$ cat src/rtl/mini_cpu_pkg.sv
// mini_cpu_pkg: shared widths, requester ids and helpers for the register-file write path.
package mini_cpu_pkg;

    localparam int NREQ = 3;
    localparam int AW   = 2;
    localparam int DW   = 8;
    localparam int PW   = $clog2(NREQ);
    localparam int CW   = 8;

    typedef enum logic [PW-1:0] {
        REQ_ALU = 2'd0,
        REQ_LD  = 2'd1,
        REQ_DBG = 2'd2
    } req_id_t;

    function automatic logic [CW-1:0] sat_inc(input logic [CW-1:0] v);
        return (v == {CW{1'b1}}) ? v : v + 1'b1;
    endfunction

endpackage

$ cat src/rtl/mini_rr_pick.sv
// mini_rr_pick: combinational round-robin picker; first requester at or after ptr wins.
module mini_rr_pick
    import mini_cpu_pkg::*;
(
    input  logic [NREQ-1:0] req,
    input  logic [PW-1:0]   ptr,
    output logic [NREQ-1:0] gnt,
    output logic            valid
);

    logic [PW-1:0] idx;

    always_comb begin
        gnt   = '0;
        valid = 1'b0;
        idx   = '0;
        for (int i = 0; i < NREQ; i++) begin
            idx = PW'((int'(ptr) + i) % NREQ);
            if (!valid && req[idx]) begin
                gnt[idx] = 1'b1;
                valid    = 1'b1;
            end
        end
    end

endmodule

$ cat src/rtl/mini_rf_wr_arbiter.sv
// mini_rf_wr_arbiter: round-robin arbiter for the register file write port with registered strobe.
// Define MINI_RF_ARB_PERF_EN to add saturating grant (gcnt_o) and contention (ccnt_o) counters.
module mini_rf_wr_arbiter
    import mini_cpu_pkg::*;
(
    input  logic              clk,
    input  logic              rst,
    input  logic              freeze_i,
    input  logic [NREQ-1:0]   req_i,
    input  logic [NREQ*AW-1:0] addr_i,
    input  logic [NREQ*DW-1:0] data_i,
    output logic [NREQ-1:0]   gnt_o,
    output logic              rf_we,
    output logic [AW-1:0]     rf_waddr,
    output logic [DW-1:0]     rf_wdata,
`ifdef MINI_RF_ARB_PERF_EN
    output logic [NREQ*CW-1:0] gcnt_o,
    output logic [CW-1:0]     ccnt_o,
`endif
    output logic              busy_o
);

    logic [PW-1:0]   ptr;
    logic [PW-1:0]   k;
    logic [NREQ-1:0] pick;
    logic            pick_valid;
    logic            granted;

    mini_rr_pick u_pick (
        .req   (req_i),
        .ptr   (ptr),
        .gnt   (pick),
        .valid (pick_valid)
    );

    // freeze and reset suppress the grant but leave the requests visible on busy_o
    assign gnt_o   = (freeze_i || rst) ? '0 : pick;
    assign granted = pick_valid && !freeze_i && !rst;
    assign busy_o  = |(req_i & ~gnt_o);

    always_comb begin
        k = '0;
        for (int i = 0; i < NREQ; i++)
            if (gnt_o[i]) k = PW'(i);
    end

    always_ff @(posedge clk) begin
        if (rst) begin
            ptr      <= '0;
            rf_we    <= 1'b0;
            rf_waddr <= '0;
            rf_wdata <= '0;
        end else if (granted) begin
            ptr      <= (k == PW'(NREQ - 1)) ? '0 : k + 1'b1;
            rf_we    <= 1'b1;
            rf_waddr <= addr_i[k*AW +: AW];
            rf_wdata <= data_i[k*DW +: DW];
        end else begin
            rf_we <= 1'b0;
        end
    end

`ifdef MINI_RF_ARB_PERF_EN
    logic [CW-1:0] gcnt [NREQ];
    logic [CW-1:0] ccnt;

    always_ff @(posedge clk) begin
        if (rst) begin
            for (int i = 0; i < NREQ; i++) gcnt[i] <= '0;
            ccnt <= '0;
        end else begin
            for (int i = 0; i < NREQ; i++)
                if (gnt_o[i]) gcnt[i] <= sat_inc(gcnt[i]);
            if ($countones(req_i) >= 2) ccnt <= sat_inc(ccnt);
        end
    end

    for (genvar g = 0; g < NREQ; g++) begin : g_cnt
        assign gcnt_o[g*CW +: CW] = gcnt[g];
    end
    assign ccnt_o = ccnt;
`endif

endmodule

$ cat config.mk
export PLATFORM = sky130hd
export DESIGN_NAME = mini_rf_wr_arbiter
export DESIGN_NICKNAME = d
export VERILOG_FILES = /design/src/rtl/mini_cpu_pkg.sv /design/src/rtl/mini_rr_pick.sv /design/src/rtl/mini_rf_wr_arbiter.sv
export SDC_FILE = /design/constraint.sdc
export NUM_CORES = 1
export LEC_CHECK = 0
export ABC_AREA = 1
export BUFFER_PORTS_ARGS = -buffer_cell sky130_fd_sc_hd__buf_2
export CAP_MARGIN = 15
export CORE_MARGIN = 10
export CORE_UTILIZATION = 45
export DETAILED_ROUTE_END_ITERATION = 8
export GPL_TIMING_DRIVEN = 0
export PLACE_DENSITY_LB_ADDON = 0.2
export SETUP_SLACK_MARGIN = 0.15
export SLEW_MARGIN = 20
export SYNTH_ARGS = -nofsm -noshare
export SYNTH_HDL_FRONTEND = slang
export SYNTH_SLANG_ARGS = --single-unit
export TNS_END_PERCENT = 10
$ cat constraint.sdc
create_clock -name clk -period 3.1 [get_ports clk]
set_clock_uncertainty 0.15 [all_clocks]
set_input_delay 0.155 -clock clk [delete_from_list [all_inputs] [get_ports clk]]
set_output_delay 0.155 -clock clk [all_outputs]
set_load 0.02 [all_outputs]
Yosys cells after proc, flatten, opt, wreduce, memory -nomap -nowiden
Cells that the tools add are included.
Word-level totals
  flip-flop bits (word level): 13
  logic and storage cells: 59
  bits of input ports: 36
  output and inout bits: 15
Cells by class
  reduce and logical (&&, ||, !) cells: 13
  add/sub/neg operators: 3
  mux-type cells: 23
  divide/modulo/power cells: 3
  eq/ne operators: 1
  shift-type cells: 2
  magnitude comparators: 6
  bitwise operators: 4
Operators with widths (number)
  $mod 32x3->32 const B: 2
  $mod 3x3->32 const B: 1
  $shiftx 24x6->8: 1
  $mux 3: 4
  $mux 1: 11
  $lt 2x3->1 const B: 3
  $logic_and 1x1->1: 7
  $bmux 1 s2: 3
  $demux 1 s2: 3
  $ge 2x1->1 const B: 3
  $or 3x3->3: 2
  $shiftx 6x4->2: 1
  $logic_not 1->1: 4
  $mux 2: 2
  $add 2x1->3 const B: 1
  $add 2x2->3 const B: 1
  $and 3x3->3: 1
  $not 3->3: 1
  $reduce_or 3->1: 1
  $add 2x1->2 const B: 1
  $eq 2x2->1 const B: 1
  $logic_or 1x1->1: 1

Logic depth before layout (Yosys ltp)
Gate-level depths: netlist of run 1.
  depth in word-level cells: 15
  depth in mapped cells: 17
  mapped depth without buffers: 17

Modules after synthesis
A second synthesis of run 1 with hierarchy kept.
Second synthesis, totals
  cell total of the unflattened synthesis: 179
  area, all modules: 1049.8 um2
Modules (own cells, without submodules)
  mini_rf_wr_arbiter: area an instance 773.2 um2, instances 1, sequential area each 260.2 um2, cells each 129
  mini_rr_pick: area an instance 276.5 um2, instances 1, sequential area each 0.0 um2, cells each 50

Worst setup path before layout of run 1
Ideal clock, no wire load.
  path type: register to output
  from: register ptr[0]
  to: output busy_o
  path slack: 778 ps
  arrival time: 2017 ps
  stages on the path, launching flop included: 14
  cells stage by stage: dfxtp_1 inv_1 ha_1 inv_2 nand2_1 nand3_1 nand2_1 nand3_1 nand2_1 inv_1 nand2_2 nand2_1 inv_1 o221ai_1
Between the ends
  longest elaborated chain between the ends: 14
  elaborated cells on any way between the ends: 41
  those cells by class: add/sub (2); div (3); order compare (6); mux (18); bitwise (4); reduce/logical (8)
RTL lines
  start, declared: RTL line mini_rf_wr_arbiter.sv:23  | logic [PW-1:0] ptr;
  start signal, assigned: RTL line mini_rf_wr_arbiter.sv:54  | ptr <= (k == PW'(NREQ - 1)) ? '0 : k + 1'b1;
  $add 2x1->3 / $mod 3x3->32 (equally long branches): RTL line mini_rr_pick.sv:18  | idx = PW'((int'(ptr) + i) % NREQ);
  $mod 32x3->32 (tied with other cells): RTL line mini_rr_pick.sv:18
  $lt 2x3->1 (implied by the code) (tied with other cells): RTL line mini_rr_pick.sv:20  | gnt[idx] = 1'b1;
  $logic_and 1x1->1 (implied by the code) (tied with other cells): RTL line mini_rr_pick.sv:20
  $mux 1 (implied by the code) (tied with other cells): RTL line mini_rr_pick.sv:20
  $demux 1 s2 (tied with other cells)
  $or 3x3->3 (no line) / $mux 1 (equally long branches)
  $mux 3 / $logic_not 1->1 (equally long branches): RTL line mini_rr_pick.sv:19  | if (!valid && req[idx]) begin
  $or 3x3->3 (no line) / $logic_and 1x1->1 (equally long branches)
  $mux 3 *: RTL line mini_rr_pick.sv:19
  $mux 3 *: RTL line mini_rf_wr_arbiter.sv:37  | assign gnt_o = (freeze_i || rst) ? '0 : pick;
  via gnt_o[1]: RTL line mini_rf_wr_arbiter.sv:12  | output logic [NREQ-1:0] gnt_o,
  $not 3->3 *: RTL line mini_rf_wr_arbiter.sv:39  | assign busy_o = |(req_i & ~gnt_o);
  $and 3x3->3 *: RTL line mini_rf_wr_arbiter.sv:39
  $reduce_or 3->1 *: RTL line mini_rf_wr_arbiter.sv:39
  end, declared: RTL line mini_rf_wr_arbiter.sv:20  | output logic busy_o
Mark *: on every way through the listed nets, which the timed path passes. The rest lies on a longest branch. The select of a mux whose other input is x is not followed.

Worst setup path in the final report of run 1
  from: register ptr[0]
  to: output busy_o
Between the ends
  longest elaborated chain between the ends: 14
  elaborated cells on any way between the ends: 41
  those cells by class: add/sub (2); div (3); order compare (6); mux (18); bitwise (4); reduce/logical (8)
RTL lines (RTL line)
  $add 2x1->3 / $mod 3x3->32 (equally long branches): mini_rr_pick.sv:18
  $mod 32x3->32 (tied with other cells): mini_rr_pick.sv:18
  $lt 2x3->1 (implied by the code) (tied with other cells): mini_rr_pick.sv:20
  $logic_and 1x1->1 (implied by the code) (tied with other cells): mini_rr_pick.sv:20
  $mux 1 (implied by the code) (tied with other cells): mini_rr_pick.sv:20
  $demux 1 s2 (tied with other cells)
  $or 3x3->3 (no line) / $mux 1 (equally long branches)
  $mux 3 / $logic_not 1->1 (equally long branches): mini_rr_pick.sv:19
  $or 3x3->3 (no line) / $logic_and 1x1->1 (equally long branches)
  $mux 3 *: mini_rr_pick.sv:19
  $mux 3 *: mini_rf_wr_arbiter.sv:37
  $not 3->3 *: mini_rf_wr_arbiter.sv:39
  $and 3x3->3 *: mini_rf_wr_arbiter.sv:39
  $reduce_or 3->1 *: mini_rf_wr_arbiter.sv:39
Mark *: on every way between the ends. The rest lies on a longest branch, timed or not. The select of a mux whose other input is x is not followed.

==> results of run 1 <==
layout make-up:
class | count | area share (%)
plain buffers | 3 | 2.183
inverters | 24 | 6.812
repair buffers | 51 | 18.17
clock buffers | 4 | 1.834
well taps | 28 | 2.445
flip-flops and latches | 13 | 18.25
multi-input cells | 123 | 50.31
what timing repair did:
item,in CTS,in global routing
setup endpoints to repair,0,1
resized for setup,0,3
endpoints found under the hold margin,1,0
hold buffers,1,0
cell usage in the layout, fill, tap and decap left out, drive strengths merged:
cell type | Yosys | final
a21oi | 2 | 2
buf | 2 | 52
clkbuf | 1 | 5
clkinv | 2 | 2
dfxtp | 13 | 13
dlygate4sd3 | 0 | 1
ha | 4 | 4
inv | 22 | 22
nand2 | 46 | 46
nand3 | 38 | 38
nand4 | 10 | 10
nor2 | 11 | 11
nor3 | 1 | 1
o21ai | 2 | 2
o221ai | 1 | 1
o31ai | 1 | 1
or2 | 7 | 7
sequential cells by signal, indices dropped and copies added, names as in the netlist:
name / count
rf_waddr: 2
rf_wdata: 8
rf_we: 1
ptr: 2
per-layer routing:
metal / wire (um) / GRT usage [%]
met1: 1434 / 15.63
met2: 1704 / 23.08
met3: 241 / 5.706
met4: 11 / 2.661
met5: 0 / 0
path summary, 6_finish.rpt:
path | startpoint | endpoint | slack (ps)
max | ptr[0] | busy_o | 400
min | addr_i[3] | rf_waddr[1] | 30
max reg2reg | ptr[0] | rf_wdata[1] | 830
min reg2reg | rf_wdata[5] | rf_wdata[5] | 320
worst max-delay path: cells and delay by family, from the launching register on:
| kind | cells | cell delay, ps |
|---|---|---|
| adder cells (fa/ha/maj) | 1 | 370 |
| AO/OA/AOI/OAI | 1 | 90 |
| buffers and inverters | 5 | 510 |
| AND/OR/NAND/NOR | 8 | 750 |
| flip-flops | 1 | 370 |
kinds of logic after synthesis:
group           Yosys count  synth area share (%)
compound gates            6                 3.624
fa+ha+maj                 4                 4.530
buf+inv                  27                 11.44
simple gates            113                 56.85
flops                    13                 23.56
metrics by stage:
step / worst slack (ps) / hold slack (ps) / power, mW
after floorplan: 778.5 / 106.3 / 0.5367
after global placement: 649.6 / 270.9 / 0.6346
after detailed placement: 594.3 / 273.9 / 0.6501
after CTS: 261.3 / 25.11 / 0.7606
after global routing: 201.3 / 38.64 / 0.8248
final: 404.8 / 27.58 / 0.7603
power groups by stage:
stage               registers [mW]  logic [mW]  clock network (mW)
finish                       0.212       0.440               0.109
global route                 0.217       0.486               0.121
CTS                          0.212       0.437               0.112
detailed placement           0.216       0.434                   0
global placement             0.214       0.420                   0
floorplan                    0.246       0.291                   0
==> results summary, run 1 <==
The run finished with clean final reports. The sequential fraction of the synthesis area is between 20% and 30%. The total wirelength of the detailed-routed design came out at around 3.4 mm.

In this run the number of H-tree levels came out at 1. The first routing iteration left 81 violations. For this run, design rule violations remaining after detail routing come to 0.

Derived from the worst setup path, the maximum achievable clock frequency is 371.0 MHz. The die footprint came out at ~0.0048 mm2. The register share of total power is 27.9%. The slowest stage cell on the critical path is dfxtp_2. The antenna cell count came out at 0.

Port buffering added 50 buffers. The fraction of power consumed by combinational cells came out at 57.8%. The path class of the tightest hold or removal check is in -> reg.

The power density relative to cell area came out at 530.7 mW/mm2. The starting density of the core is 48.54%. The share of the synthesized area in the top cell type came out at 23.56%. By area the synthesized netlist is led by dfxtp_1 24%, nand2_1 14%, nand3_1 13%.

The flip-flop cell with the highest count after synthesis is dfxtp_1. The detail-routed net length per standard cell is 13.79 um. The slew at the pin with the worst max-slew slack is 484.8 ps. TritonCTS built the clock tree. The number of rows created at floorplan is 17. The via count is about 1300. The core region is 0.002276 mm2. The largest fanout of any net on the critical path is 10.

The weighted congestion reported at the end of routability-driven placement came out at 0.8377. The setup path with the least slack is of type reg -> out. The most frequent cell on the critical path is nand2_1. The die is 69.55 um wide. The biggest area contributor in the post-synthesis netlist is dfxtp_1. The fraction of registers with async set or reset after synthesis is 0%.

The largest incremental delay on the critical path came out at between 300 and 400 ps. The total nets after synthesis came out at 203. Global routing consumed, over all layers together, 13.67% of the routing resources. The maximum vdd ir drop is 0.3609 mV. The clock period minus final worst setup slack is 2695 ps. The maximum buffer depth of the clock tree came out at 2. The number of stages on the worst hold path came out at 5.

The number of standard cells after synthesis is 163. The switching power total came out at roughly 0.36 mW. In this run, synthesis inferred 0 flip-flops with an integrated enable. In the final timing run, aggregate negative setup slack is 0 ps. Counting instances in the post-synthesis netlist gives the leading cell types as 40 x nand2_1, 29 x nand3_1, 17 x inv_1.

The clock network burns between 10% and 20% of the power. The area used by multi-input combinational logic came out at 720.7 um2. Max-cap violations in this run came to 0. The number of different library cells in the post-synthesis netlist is 27. The first global-routing pass estimated between 5 and 6 mm of wire. The tree built by TritonCTS fans out to 13 sinks. The most common cell in the synthesized netlist is nand2_1. The critical path launch point type is a register. STA classifies the critical path endpoint as a primary output. Measured along the y axis, the die boundary spans slightly below 70 um. The final number of hold-violating endpoints came out at 0.

The number of max-slew violations in the final report is 0. The number of nets in the finished design came out at between 200 and 300. The utilization after layout is 62.95%. The internal power came out at 0.3971 mW.

The worst slew margin relative to its limit is around two thirds. After clock tree synthesis, the clock-pin slew on the worst setup and hold paths is about 80 ps. The average cell area after synthesis came out at 6.778 um2.

The post-route antenna net violation count came out at 0. Walking the worst path, the cells encountered are inv_1 -> ha_2 -> inv_4 -> nand2_1 -> nand2_1 -> nand3_2 -> nand3_2 -> nor2_4 -> nor2_8 -> nor2_8 -> inv_6 -> buf_12 -> nand2_1 -> o221ai_1 -> buf_2. The via count of the first global-routing pass came out at 1234. The initial antenna violation count came out at 0.

Setup violations remaining at the end of the flow were counted as 0. The sequential standard cell area came out at between 200 and 300 um2. Clock latency on the worst-skew pair, taken at its later pin, is roughly 280 ps. The total placed instance area is 0.001390 mm2. The leakage power figure is 0.8032 nW. The top-level port count is 51.

Setup repair after global routing left no endpoint under its margin. The mapped cell area is 0.001105 mm2. The tree is rooted in a clkbuf_4.

The number of optimization iterations in the first detailed-route pass is 4. During synthesis, Yosys emitted a total of 0 warnings. The growth of design area from synthesis to finish is 29.67%. Excluding fillers, the count of instances in the completed layout stands at 246. Of the total power, the share spent switching nets is 47.77%.

The number of filler cells placed in the layout came out at approximately 210. After synthesis the netlist holds a flip-flop and latch count of 13. At the worst endpoint, the required time is about 2800 ps. Entering global routing, the biggest net connects 11 pins. The worst register-to-register path has a depth of 12. The detailed placer's ending HPWL is 2.743 mm. The final cycle utilization of the critical path is ~87%. The number of buffers inserted during clock tree synthesis came out at 3.

Data arrives at the worst endpoint at 2390 ps. Counting tap cells, the placed design contains a total of approximately 240 instances. The vias per cell is 5.142. With fillers left out, the area of the finished cells amounts to 0.001433 mm2.

Global routing finished with a remaining overflow of 0. The fraction of layout instances using a drive strength above 1 came out at 37.16%. The count of buffers added by post-CTS timing repair for setup is 0.
No activity file was read; power rests on OpenSTA's default activity.
==> run 2: changes to the inputs <==
--- a/config.mk
+++ b/config.mk
@@ -9,7 +9,7 @@
 export BUFFER_PORTS_ARGS = -buffer_cell sky130_fd_sc_hd__buf_2
 export CAP_MARGIN = 15
 export CORE_MARGIN = 10
-export CORE_UTILIZATION = 45
+export CORE_UTILIZATION = 42
 export DETAILED_ROUTE_END_ITERATION = 8
 export GPL_TIMING_DRIVEN = 0
 export PLACE_DENSITY_LB_ADDON = 0.2
==> constraint.sdc (replaced) <==
create_clock -name clk -period 2.3 [get_ports clk]
set_clock_uncertainty 0.15 [all_clocks]
set_input_delay 0.115 -clock clk [delete_from_list [all_inputs] [get_ports clk]]
set_output_delay 0.115 -clock clk [all_outputs]
set_load 0.02 [all_outputs]
==> run 2 against run 1 <==
Against the previous run:
- the run now ends with negative setup slack left
- setup slack worse by 460 ps
- register-to-register slack got worse by 760 ps
- die area is 5.1% higher
- worst hold slack got worse by 26 ps
- critical path depth did not move
- sequential share of layout area fell by 2.8 points
- via count grew 4.0%
- combinational power is 81% higher
- clock power rose by 33%
- clock-buffer cell count unchanged
- first-iteration DRC count up 25%
==> results summary, run 2 (same netlist as run 1, synthesis figures left out) <==
The vias per cell came out at 5.004 (was 5.142). The via count is 1316 (was 1265). The total placed instance area came to 0.001426 mm2 (was 0.001390 mm2). The growth of design area from synthesis to finish is 55.49% (was 29.67%). The clock-pin slew reported for the worst setup and hold paths after clock tree synthesis came out at 80 ps (about the same). The leakage power figure is 0.9029 nW (was 0.8032 nW). The class of the worst hold path is in -> reg (unchanged). The number of buffers inserted during clock tree synthesis came to 3 (unchanged).

The via count of the first global-routing pass was 1396 (was 1234). The max-cap check violation count came out at 0 (unchanged). The register name with the most flops is rf_wdata (unchanged). The largest fanout of any net on the critical path is 6 (was 10).

The most frequent standard cell in the layout excluding fill and tap cells was buf_2 (unchanged). The clock root buffer was clkbuf_4 (unchanged). The number of filler cells placed in the layout is 214 (unchanged). The antenna cell count came out at 0 (unchanged). The critical path launch point type is a register (unchanged). The number of DRC markers in iteration 0 is 101 (was 81). The critical path's top delay family was simple AND/OR/NAND/NOR gates (unchanged). The final number of hold-violating endpoints was 0 (unchanged).

The total global routing overflow is 0 (unchanged). The final cell count without fillers was 263 (was 246). The level count of the clock H-tree is 1 (unchanged).

The number of rows created at floorplan came to 18 (was 17). The detailed placer's ending HPWL came to 2.720 mm (was 2.743 mm). The pre-CTS setup slack came out at -80.89 ps (was 594.3 ps). The height of the chip is 71.29 um (was 69.55 um). The slowest stage cell on the critical path is dfxtp_4 (was dfxtp_2). The number of DRC violations after detailed routing was 0 (unchanged). The required time at the endpoint of the critical path is 2040 ps (was 2790 ps). The initial antenna violation count came out at 0 (unchanged). The final cycle utilization of the critical path came out at 102.6%.

The number of nets in the finished design came out at 274 (was 259). The launch point of the critical path is ptr[0] (unchanged). The type of element capturing the critical path is a primary output (unchanged).

Result of the run: complete, but fails checks (was finished clean). The maximum buffer depth of the clock tree was 2 (unchanged). The start point of the worst hold path is addr_i[3] (unchanged). The power density relative to cell area is 720.7 mW/mm2 (was 530.7 mW/mm2). The maximum vdd ir drop came out at 0.4778 mV (was 0.3609 mV).

The buffer and inverter count on the worst path was 5 (unchanged). The fraction of layout instances using a drive strength above 1 is 48.93% (was 37.16%). The top-level port count came out at 51 (unchanged). The worst path setup slack after routing came out at -59.06 ps (was 404.8 ps). The number of max-slew violations in the final report came out at 0 (unchanged).

The global-route wire length before repair came out at 6.120 mm (was 5.630 mm). The count of endpoints failing setup in the final report came out at 1 (was 0). The number of optimization iterations in the first detailed-route pass was 4 (unchanged). The horizontal extent of the die came out at 71.29 um (was 69.55 um). Counting I/O delays and the setup requirement, the final critical path takes 2359 ps. The critical path data arrival time is 2090 ps (was 2390 ps). The total clock sinks was 13 (unchanged). The maximum number of pins on one net before global-route repair is 11 (unchanged). Cells along the critical path: inv_4 -> ha_4 -> inv_6 -> nand2_2 -> nand2_2 -> nand3_4 -> nand3_4 -> nor2_4 -> nor2_8 -> nor2_8 -> inv_6 -> buf_12 -> nand2_4 -> o221ai_4 -> buf_6 (was inv_1 -> ha_2 -> inv_4 -> nand2_1 -> nand2_1 -> nand3_2 -> nand3_2 -> nor2_4 -> nor2_8 -> nor2_8 -> inv_6 -> buf_12 -> nand2_1 -> o221ai_1 -> buf_2).

The total wirelength of the detailed-routed design came out at 3.670 mm (was 3.392 mm). The post-layout instance area was 0.001718 mm2 (was 0.001433 mm2). The total placed cells including tap cells came out at 243 (was 241). The number of flip-flops in the largest register came out at 8 (unchanged). The number of buffer cells added on primary ports came to 50 (unchanged). The achievable frequency is 423.9 MHz. The placeable core region came out at 0.002500 mm2 (was 0.002276 mm2). Commonest non-fill, non-tap cells in the layout: 47 x buf_2, 33 x nand2_1, 26 x nand3_1, 13 x inv_1, 12 x buf_4 (was 50 x buf_2, 40 x nand2_1, 29 x nand3_1, 17 x inv_1, 12 x dfxtp_1). The die footprint is 0.005082 mm2 (was 0.004837 mm2).

RSZ-0062 raised after global routing: yes (was no). The largest incremental delay on the critical path came out at 390 ps (was 370 ps). The insertion delay of the later-clocked pin in the worst-skew pair came out at 270 ps (was 280 ps). The detail-routed net length per standard cell is 13.95 um (was 13.79 um). The total global-route track usage was 13.98% (was 13.67%).

The final reports fail on negative setup slack. The weighted congestion reported at the end of routability-driven placement came to 0.8308 (was 0.8377). The slew at the pin with the worst max-slew slack came out at 551.1 ps (was 484.8 ps).

The clock tree from TritonCTS is done (unchanged). Biggest regs: rf_wdata: 8 flops, ptr: 2 flops, rf_waddr: 2 flops (unchanged). The post-route antenna net violation count came to 0 (unchanged). The startpoint of the lowest-slack register-to-register path is ptr[0] (unchanged). The worst slew margin relative to its limit is 63.26% (was 67.68%). The starting density of the core came to 44.19% (was 48.54%). The startpoint-to-endpoint class of the critical path was reg -> out (unchanged).
-- run 2: cell types whose count changed in the layout (fill, tap and decap cells not counted), sizes merged --
cell | before | now
buf | 52 | 64
dlygate4sd3 | 1 | 4
-- run 2: tightest hold or removal path, cell delays in order --
cell	delay [ps]
buf_2	70
nand2_1	50
nand3_2	70
nand2_1	40
inv_1	40
-- run 2: layout make-up --
type / instances / area [um2] / share of cell area, %
buffer: 3 / 31.28 / 1.821
multi-input combinational: 123 / 845.8 / 49.24
clock buffer: 4 / 26.28 / 1.529
timing repair buffer: 66 / 402.9 / 23.45
tap: 30 / 37.54 / 2.185
inverter: 24 / 108.9 / 6.336
sequential: 13 / 265.3 / 15.44
-- run 2: per-layer routing --
metal	vias up	part of all wire [%]	wire [um]	global-route usage (%)
met5	-	0	0	0
met4	0	0.25	9	1.290
met3	2	7.1	262	4.959
met2	41	49	1786	25.10
met1	597	44	1612	15.96
li1	676	-	-	-
-- run 2: timing repair --
action,in CTS,in global routing
resized for setup,34,5
hold buffers,4,0
hold endpoints to repair,3,0
gates cloned,0,0
pin swaps,13,3
buffers inserted,12,0
setup endpoints to repair,15,17
-- run 2: final timing paths --
check / endpoint / slack [ps] / depth (start not counted)
hold reg to reg: rf_wdata[2] / 320 / 2
setup / recovery: busy_o / -60 / 15
setup reg to reg: rf_wdata[1] / 70 / 13
hold / removal: rf_waddr[1] / 1 / 5
-- run 2: stage by stage --
| stage | hold WS [ps] | utilization, % | power, mW | TNS, ps |
|---|---|---|---|---|
| after floorplan | 66.26 | - | 0.7501 | 0 |
| after global placement | 233.7 | 57.06 | 0.8874 | -41.88 |
| after detailed placement | 236.0 | 57.06 | 0.9037 | -80.89 |
| after CTS | 0.3619 | 68.27 | 1.219 | -30.47 |
| after global routing | 9.032 | 68.72 | 1.329 | -585.9 |
| final | 1.489 | 68.72 | 1.238 | -59.06 |
-- run 2: power breakdown --
part	switching [mW]	leakage (nW)	internal, mW
Sequential	0.0283	0.108	0.267
Clock	0.0774	0.0150	0.0672
Combinational	0.471	0.779	0.327
Total	0.577	0.903	0.661
